### config.mk
export PLATFORM = sky130hd
export DESIGN_NAME = receptor_palavra
export DESIGN_NICKNAME = d
export VERILOG_FILES = /design/src/rtl/receptor_pkg.sv /design/src/rtl/contador_timeout.sv /design/src/rtl/receptor_palavra.sv
export SDC_FILE = /design/constraint.sdc
export NUM_CORES = 1
export LEC_CHECK = 0
export CORE_UTILIZATION = 53
export DETAILED_ROUTE_END_ITERATION = 12
export PLACE_DENSITY = 0.78
export SLEW_MARGIN = 10
export SYNTH_ARGS = -nofsm -noshare
export SYNTH_HDL_FRONTEND = slang
export SYNTH_HIERARCHICAL = 1
export SYNTH_SLANG_ARGS = --single-unit
export TNS_END_PERCENT = 50
### constraint.sdc
create_clock -name clock -period 2.7 [get_ports clock]
set_input_delay 0.675 -clock clock [delete_from_list [all_inputs] [get_ports clock]]
set_output_delay 0.675 -clock clock [all_outputs]
set_load 0.1 [all_outputs]
### src/rtl/receptor_pkg.sv
// Shared encodings for the word receiver: FSM state codes and error cause codes.
// Latency: n/a (types and constants only).
// Backpressure: n/a.
package receptor_pkg;

  // FSM state encoding; the 3-bit code is exported on db_estado
  typedef enum logic [2:0] {
    RECEBE  = 3'd0,
    CARREGA = 3'd1,
    FIM     = 3'd2,
    ERRO    = 3'd3
  } estado_t;

  // Cause reported on codigo_erro
  localparam logic [1:0] ERRO_NENHUM   = 2'b00;
  localparam logic [1:0] ERRO_PARIDADE = 2'b01;
  localparam logic [1:0] ERRO_TIMEOUT  = 2'b10;

endpackage

### src/rtl/contador_timeout.sv
// Inter-byte idle counter: counts while enabled, saturates at TIMEOUT_CICLOS and flags expiry.
// Latency: expirou is combinational from the counter register (no extra cycle).
// Backpressure: none; zera has priority over conta, TIMEOUT_CICLOS=0 disables expiry.
module contador_timeout #(
  parameter int TIMEOUT_CICLOS = 50000
) (
  input  logic clock,
  input  logic reset,
  input  logic zera,
  input  logic conta,
  output logic expirou
);

  // A zero timeout would give a zero-width counter; keep one bit so the logic stays legal.
  localparam int CW = (TIMEOUT_CICLOS > 0) ? $clog2(TIMEOUT_CICLOS + 1) : 1;
  localparam logic [CW-1:0] LIMITE = CW'(TIMEOUT_CICLOS);

  logic [CW-1:0] cnt_q, cnt_d;

  // Next count: clear wins, otherwise increment until the limit and hold there.
  always_comb begin
    cnt_d = cnt_q;
    if (zera) begin
      cnt_d = '0;
    end else if (conta && (cnt_q != LIMITE)) begin
      cnt_d = cnt_q + CW'(1);
    end
  end

  // Counter register with synchronous active-low reset.
  always_ff @(posedge clock) begin
    if (!reset) begin
      cnt_q <= '0;
    end else begin
      cnt_q <= cnt_d;
    end
  end

  assign expirou = (TIMEOUT_CICLOS == 0) ? 1'b0 : (cnt_q == LIMITE);

endmodule

### src/rtl/receptor_palavra.sv
// Assembles N_BYTES parity-checked bytes (LSB first) into a word, with inter-byte timeout.
// Latency: pronto and the new dado appear 2 cycles after the last good byte; erro 1 cycle after a bad byte.
// Backpressure: none; bytes arriving while the FSM is in CARREGA/FIM/ERRO are dropped.
module receptor_palavra
  import receptor_pkg::*;
#(
  parameter int N_BYTES        = 2,
  parameter int TIMEOUT_CICLOS = 50000
) (
  input  logic                         clock,
  input  logic                         reset,
  input  logic                         fim_receber,
  input  logic [7:0]                   dado_byte,
  input  logic                         parity_ok,
  output logic [8*N_BYTES-1:0]         dado,
  output logic                         pronto,
  output logic                         erro,
  output logic [1:0]                   codigo_erro,
  output logic [2:0]                   db_estado,
  output logic [$clog2(N_BYTES+1)-1:0] db_indice
);

  localparam int IW = $clog2(N_BYTES + 1);
  localparam logic [IW-1:0] ULTIMO = IW'(N_BYTES - 1);

  estado_t                   estado_q, estado_d;
  logic [IW-1:0]             indice_q, indice_d;
  logic [7:0]                byte_q, byte_d;
  logic [N_BYTES-1:0][7:0]   buffer_q, buffer_d;
  logic [8*N_BYTES-1:0]      dado_q, dado_d;
  logic [1:0]                codigo_q, codigo_d;
  logic                      zera, conta, expirou;

  // Idle time only matters between bytes of a word; any other state or a new byte restarts it.
  assign zera  = (estado_q != RECEBE) || fim_receber;
  assign conta = (estado_q == RECEBE) && (indice_q != '0);

  contador_timeout #(
    .TIMEOUT_CICLOS(TIMEOUT_CICLOS)
  ) u_timeout (
    .clock   (clock),
    .reset   (reset),
    .zera    (zera),
    .conta   (conta),
    .expirou (expirou)
  );

  // FSM next state, datapath next values and the pulse outputs.
  always_comb begin
    estado_d = estado_q;
    indice_d = indice_q;
    byte_d   = byte_q;
    buffer_d = buffer_q;
    dado_d   = dado_q;
    codigo_d = codigo_q;
    pronto   = 1'b0;
    erro     = 1'b0;

    case (estado_q)
      RECEBE: begin
        // A byte in the expiry cycle still wins over the timeout.
        if (fim_receber) begin
          if (parity_ok) begin
            byte_d   = dado_byte;
            estado_d = CARREGA;
          end else begin
            codigo_d = ERRO_PARIDADE;
            estado_d = ERRO;
          end
        end else if (expirou) begin
          codigo_d = ERRO_TIMEOUT;
          estado_d = ERRO;
        end
      end

      CARREGA: begin
        for (int k = 0; k < N_BYTES; k++) begin
          if (indice_q == IW'(k)) begin
            buffer_d[k] = byte_q;
          end
        end
        if (indice_q == ULTIMO) begin
          // dado is loaded from the updated buffer so the last byte lands in the same word.
          dado_d   = buffer_d;
          indice_d = '0;
          codigo_d = ERRO_NENHUM;
          estado_d = FIM;
        end else begin
          indice_d = indice_q + IW'(1);
          estado_d = RECEBE;
        end
      end

      FIM: begin
        pronto   = 1'b1;
        estado_d = RECEBE;
      end

      ERRO: begin
        erro     = 1'b1;
        indice_d = '0;
        buffer_d = '0;
        estado_d = RECEBE;
      end

      default: begin
        estado_d = RECEBE;
      end
    endcase
  end

  // State and datapath registers with synchronous active-low reset.
  always_ff @(posedge clock) begin
    if (!reset) begin
      estado_q <= RECEBE;
      indice_q <= '0;
      byte_q   <= '0;
      buffer_q <= '0;
      dado_q   <= '0;
      codigo_q <= ERRO_NENHUM;
    end else begin
      estado_q <= estado_d;
      indice_q <= indice_d;
      byte_q   <= byte_d;
      buffer_q <= buffer_d;
      dado_q   <= dado_d;
      codigo_q <= codigo_d;
    end
  end

  assign dado        = dado_q;
  assign codigo_erro = codigo_q;
  assign db_estado   = estado_q;
  assign db_indice   = indice_q;

endmodule

Yosys cells after proc, flatten, opt, wreduce, memory -nomap -nowiden
Cells that the tools add are included.

Multiplexer cells: 17. Equality and inequality tests: 9. Bitwise operators: 1. $add $sub $neg: 2. Reduce and logical (&&, ||, !) cells: 13.

Operator list (count): $pmux W16 S2 (1); $add A16 B1 Y16 const B (1); $eq A16 B16 Y1 const B (1); $mux W8 (2); $ne A16 B16 Y1 const B (1); $mux W2 (7); $pmux W2 S2 (2); $eq A3 B2 Y1 const B (2); $mux W3 (2); $ne A3 B3 Y1 const B (2); $pmux W3 S2 (1); $reduce_bool A2 Y1 (3); $reduce_and A4 Y1 (1); $eq A3 B1 Y1 const B (1); $logic_not A3 Y1 (1); $reduce_and A3 Y1 (1); $reduce_bool A3 Y1 (1); $add A2 B1 Y2 const B (1); $eq A2 B1 Y1 const B (1); $logic_and A1 B1 Y1 (2); $logic_not A2 Y1 (1); $mux W1 (2); $ne A2 B2 Y1 const B (1); $reduce_and A2 Y1 (1); 3 further kinds (3).

Register bits: 63. Logic and storage cells: 50. Bits of input ports: 12.

Longest topological paths before layout
Gate-level depths: netlist of the first run.

Word-level depth: 4. Depth in mapped cells: 9. Gate-level depth less buffers: 7.

Cells and area by module
Netlist of the first run, hierarchy kept.

By module, submodules not included: receptor_palavra (area each 1676.6 um^2, sequential area each 760.7 um^2, times used 1, cells an instance 177); contador_timeout (area each 907.1 um^2, sequential area each 320.3 um^2, times used 1, cells an instance 107).

Worst setup path after synthesis of the first run
Ideal clock, no wire load.

Kind: register to output. Start point: register estado_q[1], in the netlist db_estado[1]. End point: output pronto. Data required time: 2.025 ns. Buffers on the path: 2. Setup slack: -0.857 ns. Cell stages (with the launch flop): 4. Arrival: 2.882 ns. Cell sequence: dfxtp_1 > clkbuf_1 > buf_2 > nor2b_1.

Word-level cells in the longest chain between the ends: 2.

RTL lines: start, declared (RTL line receptor_palavra.sv:26) `estado_t estado_q, estado_d;`; start signal, assigned (RTL line receptor_palavra.sv:122) `estado_q <= estado_d;`; $eq A3 B2 Y1 (RTL line receptor_palavra.sv:59) `case (estado_q)`; $mux W1 (RTL line receptor_palavra.sv:59); end, declared (RTL line receptor_palavra.sv:16) `output logic pronto,`.

Every way passes these cells.

Worst setup path in the final report of the first run
Start point: input fim_receber. End point: register u_timeout.cnt_q[0].

Word-level cells in the longest chain between the ends: 2.

RTL lines: start, declared (RTL line receptor_palavra.sv:12) `input logic fim_receber,`; $logic_or A1 B1 Y1 (RTL line receptor_palavra.sv:35) `assign zera = (estado_q != RECEBE) || fim_receber;`; net zera (RTL line receptor_palavra.sv:32) `logic zera, conta, expirou;`; $reduce_or A2 Y1 (no line); end signal, assigned (RTL line contador_timeout.sv:35) `cnt_q <= cnt_d;`; end, declared (RTL line contador_timeout.sv:18) `logic [CW-1:0] cnt_q, cnt_d;`.

The timed path passes the listed nets, and every way through them passes these cells. A chain may end at the register's enable or synchronous reset.

==> results of run 1 <==
-- metal layers --
layer / GRT usage / wire [µm]
met1: 0.3257 / 2804
met2: 0.2893 / 2186
met3: 0.05204 / 201
met4: 0.06754 / 48
met5: 0 / 0
-- metrics by stage --
| stage | TNS (ps) | setup WS [ps] | hold slack, ps | instance area [µm²] |
|---|---|---|---|---|
| after floorplan | -33.91 | -33.91 | 437.1 | 2592 |
| after global placement | 0 | 344.2 | 448.9 | 2948 |
| after detailed placement | 0 | 268.3 | 449.1 | 2948 |
| after CTS | 0 | 583.1 | 461.8 | 3055 |
| after global routing | 0 | 469.2 | 495.7 | 3055 |
| final | 0 | 570.8 | 458.7 | 3055 |
-- cell usage in the layout (no fill, tap or decap), types with 4 or more instances in the layout --
cell | synthesis | routed
nor3b_1 | 6 | 6
and3_1 | 4 | 4
o31a_1 | 6 | 6
buf_4 | 1 | 27
nand2_1 | 44 | 44
a21oi_1 | 6 | 6
clkbuf_8 | 0 | 5
nor2_1 | 14 | 14
and4b_1 | 8 | 8
a21boi_0 | 18 | 18
clkdlybuf4s50_1 | 0 | 11
mux2i_1 | 12 | 12
buf_12 | 0 | 4
nor2b_1 | 14 | 13
dfxtp_1 | 54 | 53
nand4_1 | 7 | 7
-- critical path, cell delays in order --
cell             delay (ps)
clkdlybuf4s50_1         500
or3_1                   350
nand2b_1                350
a211oi_1                360
a31o_2                  140
-- sequential cells by signal, indices dropped and copies added (netlist names) --
name and flops:
dado 16, codigo_erro 2, db_indice 2, db_estado 2, byte_q 8, u_timeout/cnt_q 16
buffer_q 8
-- power by group through the flow --
| stage | clock (mW) | sequential (mW) | combinational (mW) |
|---|---|---|---|
| global route | 0.578 | 0.845 | 0.325 |
| CTS | 0.543 | 0.841 | 0.308 |
| global placement | 0 | 0.859 | 0.305 |
| floorplan | 0 | 0.918 | 0.164 |
| detailed placement | 0 | 0.860 | 0.307 |
| finish | 0.533 | 0.841 | 0.307 |
-- cells by family after synthesis --
logic type,count (synthesis)
buffers and inverters,26
multiplexers,12
AND/OR/NAND/NOR,134
adder cells (fa/ha/maj),2
XOR/XNOR,6
flip-flops,54
AO/OA/AOI/OAI,49
other,1
-- worst min path at each step --
stage                         startpoint        endpoint  slack, ps  depth (start not counted)
after CTS                 codigo_erro[0]  codigo_erro[0]        460                          2
after detailed placement  codigo_erro[0]  codigo_erro[0]        450                          2
after global placement    codigo_erro[0]  codigo_erro[0]        450                          2
final                     codigo_erro[0]  codigo_erro[0]        460                          2
after global routing            dado[12]        dado[12]        500                          2
after floorplan              buffer_q[7]         dado[7]        440                          2
-- cell type report --
cell class	instances	area [µm²]	share of cell area
clock buffer	5	68.82	0.02252
clock inverter	2	38.79	0.01269
inverter	3	11.26	0.003686
multi-input combinational	204	1394	0.4562
sequential	54	1082	0.3542
tap	54	67.56	0.02211
timing repair buffer	42	392.9	0.1286
==> results.py, run 1 <==
metrics = {
    "cells_and_area": {
        "antenna_cells": 0,
        "post-route-util": 0.6512,
        "drive_gt1_frac": 0.1645,
        "layout.nets": 324,
        "area_growth_pct": 18.26,
        "finalNonFillerCells": 364,
        "fillers": 399,
    },
    "route": {
        "wl_mm": 5.240,
        "vias": 2052,
        "drc": 0,
        "drtAntennaViolNets": 0,
        "avgRoutedWirePerCell_um": 14.40,
        "viasPerCell": 5.637,
        "drt_iter0_drc": 130,
        "drt_first_pass_iters": 4,
    },
    "clocking": {
        "cts.root.buffer_cell": "clkbuf_8",
        "cts_tree": "done",
        "clock-sinks": 54,
        "cts_buffer_depth": 2,
        "cts_hold_buf": 0,
        "htreeDepth": 2,
        "post_cts_buffers": 0,
        "clkLatencyLatePin_ps": 310,
        "cts_repair_resize_count": 0,
        "cts_buffers": 5,
        "clkSlewWorstSetupHoldPaths_ps": 90,
    },
    "worst_setup_path": {
        "start_kind": "input pin",
        "rr_endpoint": "u_timeout/cnt_q[9]",
        "r2r_cells": 7,
        "critPathRequiredTime_ps": 2950,
        "rr_startpoint": "db_indice[1]",
        "path_class": "input pin to flop",
        "worstPathMaxFanout": 12,
        "setup.worst_path.start": "fim_receber",
        "arrival_ps": 2380,
        "end_kind": "flop",
        "cp-endpoint": "u_timeout/cnt_q[0]",
        "r2r_slack_ps": 660,
    },
    "logic_synthesis": {
        "yosysSeqAreaShare": 0.4184,
        "synth_edf_count": 0,
        "synthesis.area_um2": 2584,
        "yosysUniqueCellTypes": 53,
        "synthTopCellsByArea": "dfxtp_1, nand2_1, a21boi_0",
        "synth_top_family_by_area": "simple AND/OR/NAND/NOR gates",
        "synth_mux_area_frac": 0.04649,
        "synthDominantCellAreaShare": 0.4184,
        "syn_avg_cell_area_um2": 9.098,
        "yosysMostFrequentCell": "dfxtp_1",
        "ys_warn_count": 6,
        "async_flop_share": 0,
        "synth-xor-area-share": 0.02034,
        "synth-simple-area-share": 0.3090,
        "synth_top_cell_by_area": "dfxtp_1",
        "syn_nets": 298,
        "synth.ff_latch_count": 54,
        "synth_compound_area_frac": 0.1453,
        "postSynthCellCount": 284,
        "synth_fa_ha_area_frac": 0.009685,
        "synth_common_cells": "dfxtp_1, nand2_1, a21boi_0",
        "synth_ff_type": "dfxtp_1",
    },
    "sta": {
        "maxSlewHeadroom": 0.4715,
        "finalMaxSlewViolations": 0,
        "hold_viol": 0,
        "rsz0062_at_grt": "no",
        "min_period_over_period": 0.7886,
        "tightest_slew_ps": 789.8,
        "setup_viol": 0,
        "finalCriticalPeriod_ps": 2129,
        "final.setup_skew_ps": 9.079,
        "fmax_mhz": 469.6,
    },
    "worst_hold_path": {
        "hp-class": "flop to flop",
    },
    "placement": {
        "place_inst": 357,
        "portBuffers": 35,
        "gp_congestion": 0.8379,
        "dpl.hpwl_mm": 3.678,
    },
    "die": {
        "start_util": 0.5507,
        "coreArea_um2": 4692,
        "die_h_um": 71.82,
        "ioPinCount": 37,
        "num_rows": 25,
        "dieArea_um2": 5158,
        "die_w_um": 71.82,
    },
    "power": {
        "p_sw_mw": 0.4802,
        "switching_share": 0.2856,
        "p_leak_nw": 1.158,
        "power_density_nw_per_um2": 550.4,
        "power.internal_mw": 1.201,
        "combPwrFrac": 0.183,
        "finalPower_mw": 1.682,
        "peakVddDrop_uv": 326.7,
        "p_seq_frac": 0.500,
        "clockPowerShare": 0.317,
    },
    "global_route": {
        "grt_pass1_wl_mm": 8.597,
        "grt-ovfl-total": 0,
        "grt_max_degree": 41,
        "grt_util_all_layers": 0.2123,
        "first_global_vias": 1789,
        "antenna_found_initial": 0,
    },
    "outcome": {
        "outcome": "complete, no violations",
    },
    "job": {
        "maxCapViolations": 0,
    },
}
Power figures use the tool's default switching activity.
==> run 2: changes to the inputs <==
==> constraint.sdc (replaced) <==
create_clock -name clock -period 2.15 [get_ports clock]
set_input_delay 0.5375 -clock clock [delete_from_list [all_inputs] [get_ports clock]]
set_output_delay 0.5375 -clock clock [all_outputs]
set_load 0.1 [all_outputs]
==> run 2 against run 1 <==
Against the previous run:
- critical path depth up 2
- sequential power is 24% higher
- clock power rose by 27%
- worst hold slack gained 4.1 ps
- first-iteration DRC count grew 13%
- register-to-register slack got worse by 390 ps
- non-clock buffer count up 5
- power increased by 27%
- count of clock-buffer cells in the layout is 1 higher
- sequential cell count did not move
- critical endpoint is now u_timeout/cnt_q[9]
==> results.py, run 2 (synthesized netlist as in run 1, its figures left out) <==
metrics = {
    "outcome": {
        "outcome": "complete, no violations",
    },
    "worst_setup_path": {
        "cp-endpoint": "u_timeout/cnt_q[9]",
        "arrival_ps": 2080,
        "start_kind": "flop",
        "cp.depth": 7,
        "path_class": "flop to flop",
        "crit_top_cell": "nor3_1",
        "rr_startpoint": "db_indice[0]",
        "r2r_cells": 7,
        "setup.worst_path.start": "db_indice[0]",
        "cp_num_buf_inv": 1,
        "end_kind": "flop",
        "r2r_slack_ps": 270,
        "crit_chain": "nor2_1 -> nor3_1 -> buf_4 -> nand3_1 -> nor3_1 -> a21oi_1 -> a31o_2",
        "rr_endpoint": "u_timeout/cnt_q[9]",
        "critPathSlowestCell": "nor3_1",
        "worstPathMaxFanout": 11,
        "critPathTopFamily": "simple AND/OR/NAND/NOR gates",
        "critPathRequiredTime_ps": 2360,
        "critPathMaxStageDelay_ps": 420,
    },
    "sta": {
        "hold_viol": 0,
        "finalCriticalPeriod_ps": 1879,
        "tightest_slew_ps": 530.5,
        "final.setup_skew_ps": 10.59,
        "layout_setup_ws_ps": 271.2,
        "setup_viol": 0,
        "maxSlewHeadroom": 0.6436,
        "min_period_over_period": 0.8739,
        "rsz0062_at_grt": "no",
        "finalMaxSlewViolations": 0,
        "fmax_mhz": 532.3,
    },
    "route": {
        "viasPerCell": 5.638,
        "avgRoutedWirePerCell_um": 14.11,
        "vias": 2086,
        "drt_first_pass_iters": 4,
        "drc": 0,
        "drt_iter0_drc": 147,
        "wl_mm": 5.219,
        "drtAntennaViolNets": 0,
    },
    "clocking": {
        "cts_repair_resize_count": 0,
        "clkSlewWorstSetupHoldPaths_ps": 100,
        "clkLatencyLatePin_ps": 310,
        "cts_tree": "done",
        "htreeDepth": 2,
        "post_cts_buffers": 0,
        "cts_buffers": 5,
        "cts.root.buffer_cell": "clkbuf_8",
        "clock-sinks": 54,
        "cts_buffer_depth": 2,
        "cts_hold_buf": 0,
    },
    "global_route": {
        "grt-ovfl-total": 0,
        "grt_pass1_wl_mm": 8.804,
        "grt_max_degree": 41,
        "antenna_found_initial": 0,
        "grt_util_all_layers": 0.2174,
        "first_global_vias": 1801,
    },
    "worst_hold_path": {
        "hp-class": "flop to flop",
    },
    "die": {
        "start_util": 0.5507,
        "die_w_um": 71.82,
        "die_h_um": 71.82,
        "coreArea_um2": 4692,
        "dieArea_um2": 5158,
        "num_rows": 25,
        "ioPinCount": 37,
    },
    "placement": {
        "dpl.hpwl_mm": 3.610,
        "place_inst": 362,
        "gp_congestion": 0.8757,
        "portBuffers": 35,
        "preCtsSetupSlack_ps": 5.443,
    },
    "cells_and_area": {
        "seq_area_um2": 1091,
        "drive_gt1_frac": 0.1835,
        "finalNonFillerCells": 370,
        "layout.nets": 329,
        "final_common_cell": "dfxtp_1",
        "multi_input_area_um2": 1389,
        "fillers": 368,
        "layout_common_cells": "dfxtp_1, nand2_1, buf_4",
        "area_growth_pct": 20.00,
        "post-route-util": 0.6608,
        "antenna_cells": 0,
    },
    "job": {
        "maxCapViolations": 0,
    },
    "power": {
        "power_density_nw_per_um2": 688.6,
        "finalPower_mw": 2.135,
        "peakVddDrop_uv": 373.5,
        "p_leak_nw": 1.182,
    },
}
[run 2: layer usage]
layer	global-route usage	routed length, µm	part of all wire
met3	0.04360	275	0.053
met2	0.3124	2194	0.42
met1	0.3236	2677	0.51
met5	0	0	0
met4	0.07407	71	0.014
[run 2: worst register-to-register path, stage by stage, from the launching register on]
cell and delay [ps]:
dfxtp_4 400, nor2_1 60, nor3_1 420, buf_4 280
nand3_1 90, nor3_1 210, a21oi_1 100, a31o_2 220
[run 2: final cells by class]
cell class / instances / area share
flip-flops and latches: 54 / 0.3519
multi-input cells: 204 / 0.4479
well taps: 54 / 0.02179
inverters: 3 / 0.003632
clock buffers: 6 / 0.02341
clock inverters: 2 / 0.01251
repair buffers: 47 / 0.1388
[run 2: through the flow]
step / area [µm²] / TNS, ps / hold WS (ps)
6_report: 3100 / 0 / 462.8
5_1_grt: 3100 / 0 / 473.4
4_1_cts: 3100 / 0 / 466.5
3_5_place_dp: 2989 / 0 / 447.0
3_3_place_gp: 2989 / 0 / 450.9
2_1_floorplan: 2603 / -102.9 / 437.1
[run 2: worst min-delay path by stage]
stage                         startpoint             end  cells after the start
after CTS                 codigo_erro[1]  codigo_erro[1]                      2
final                        buffer_q[0]         dado[0]                      2
after floorplan              buffer_q[7]         dado[7]                      2
after global routing      codigo_erro[1]  codigo_erro[1]                      2
after detailed placement  codigo_erro[1]  codigo_erro[1]                      2
after global placement    codigo_erro[1]  codigo_erro[1]                      2
[run 2: report_power, final]
group          switching [mW]  leakage [nW]  internal (mW)
registers              0.0191         0.439           1.02
logic                   0.261         0.688          0.151
clock network           0.329        0.0554          0.350
total                   0.609          1.18           1.53
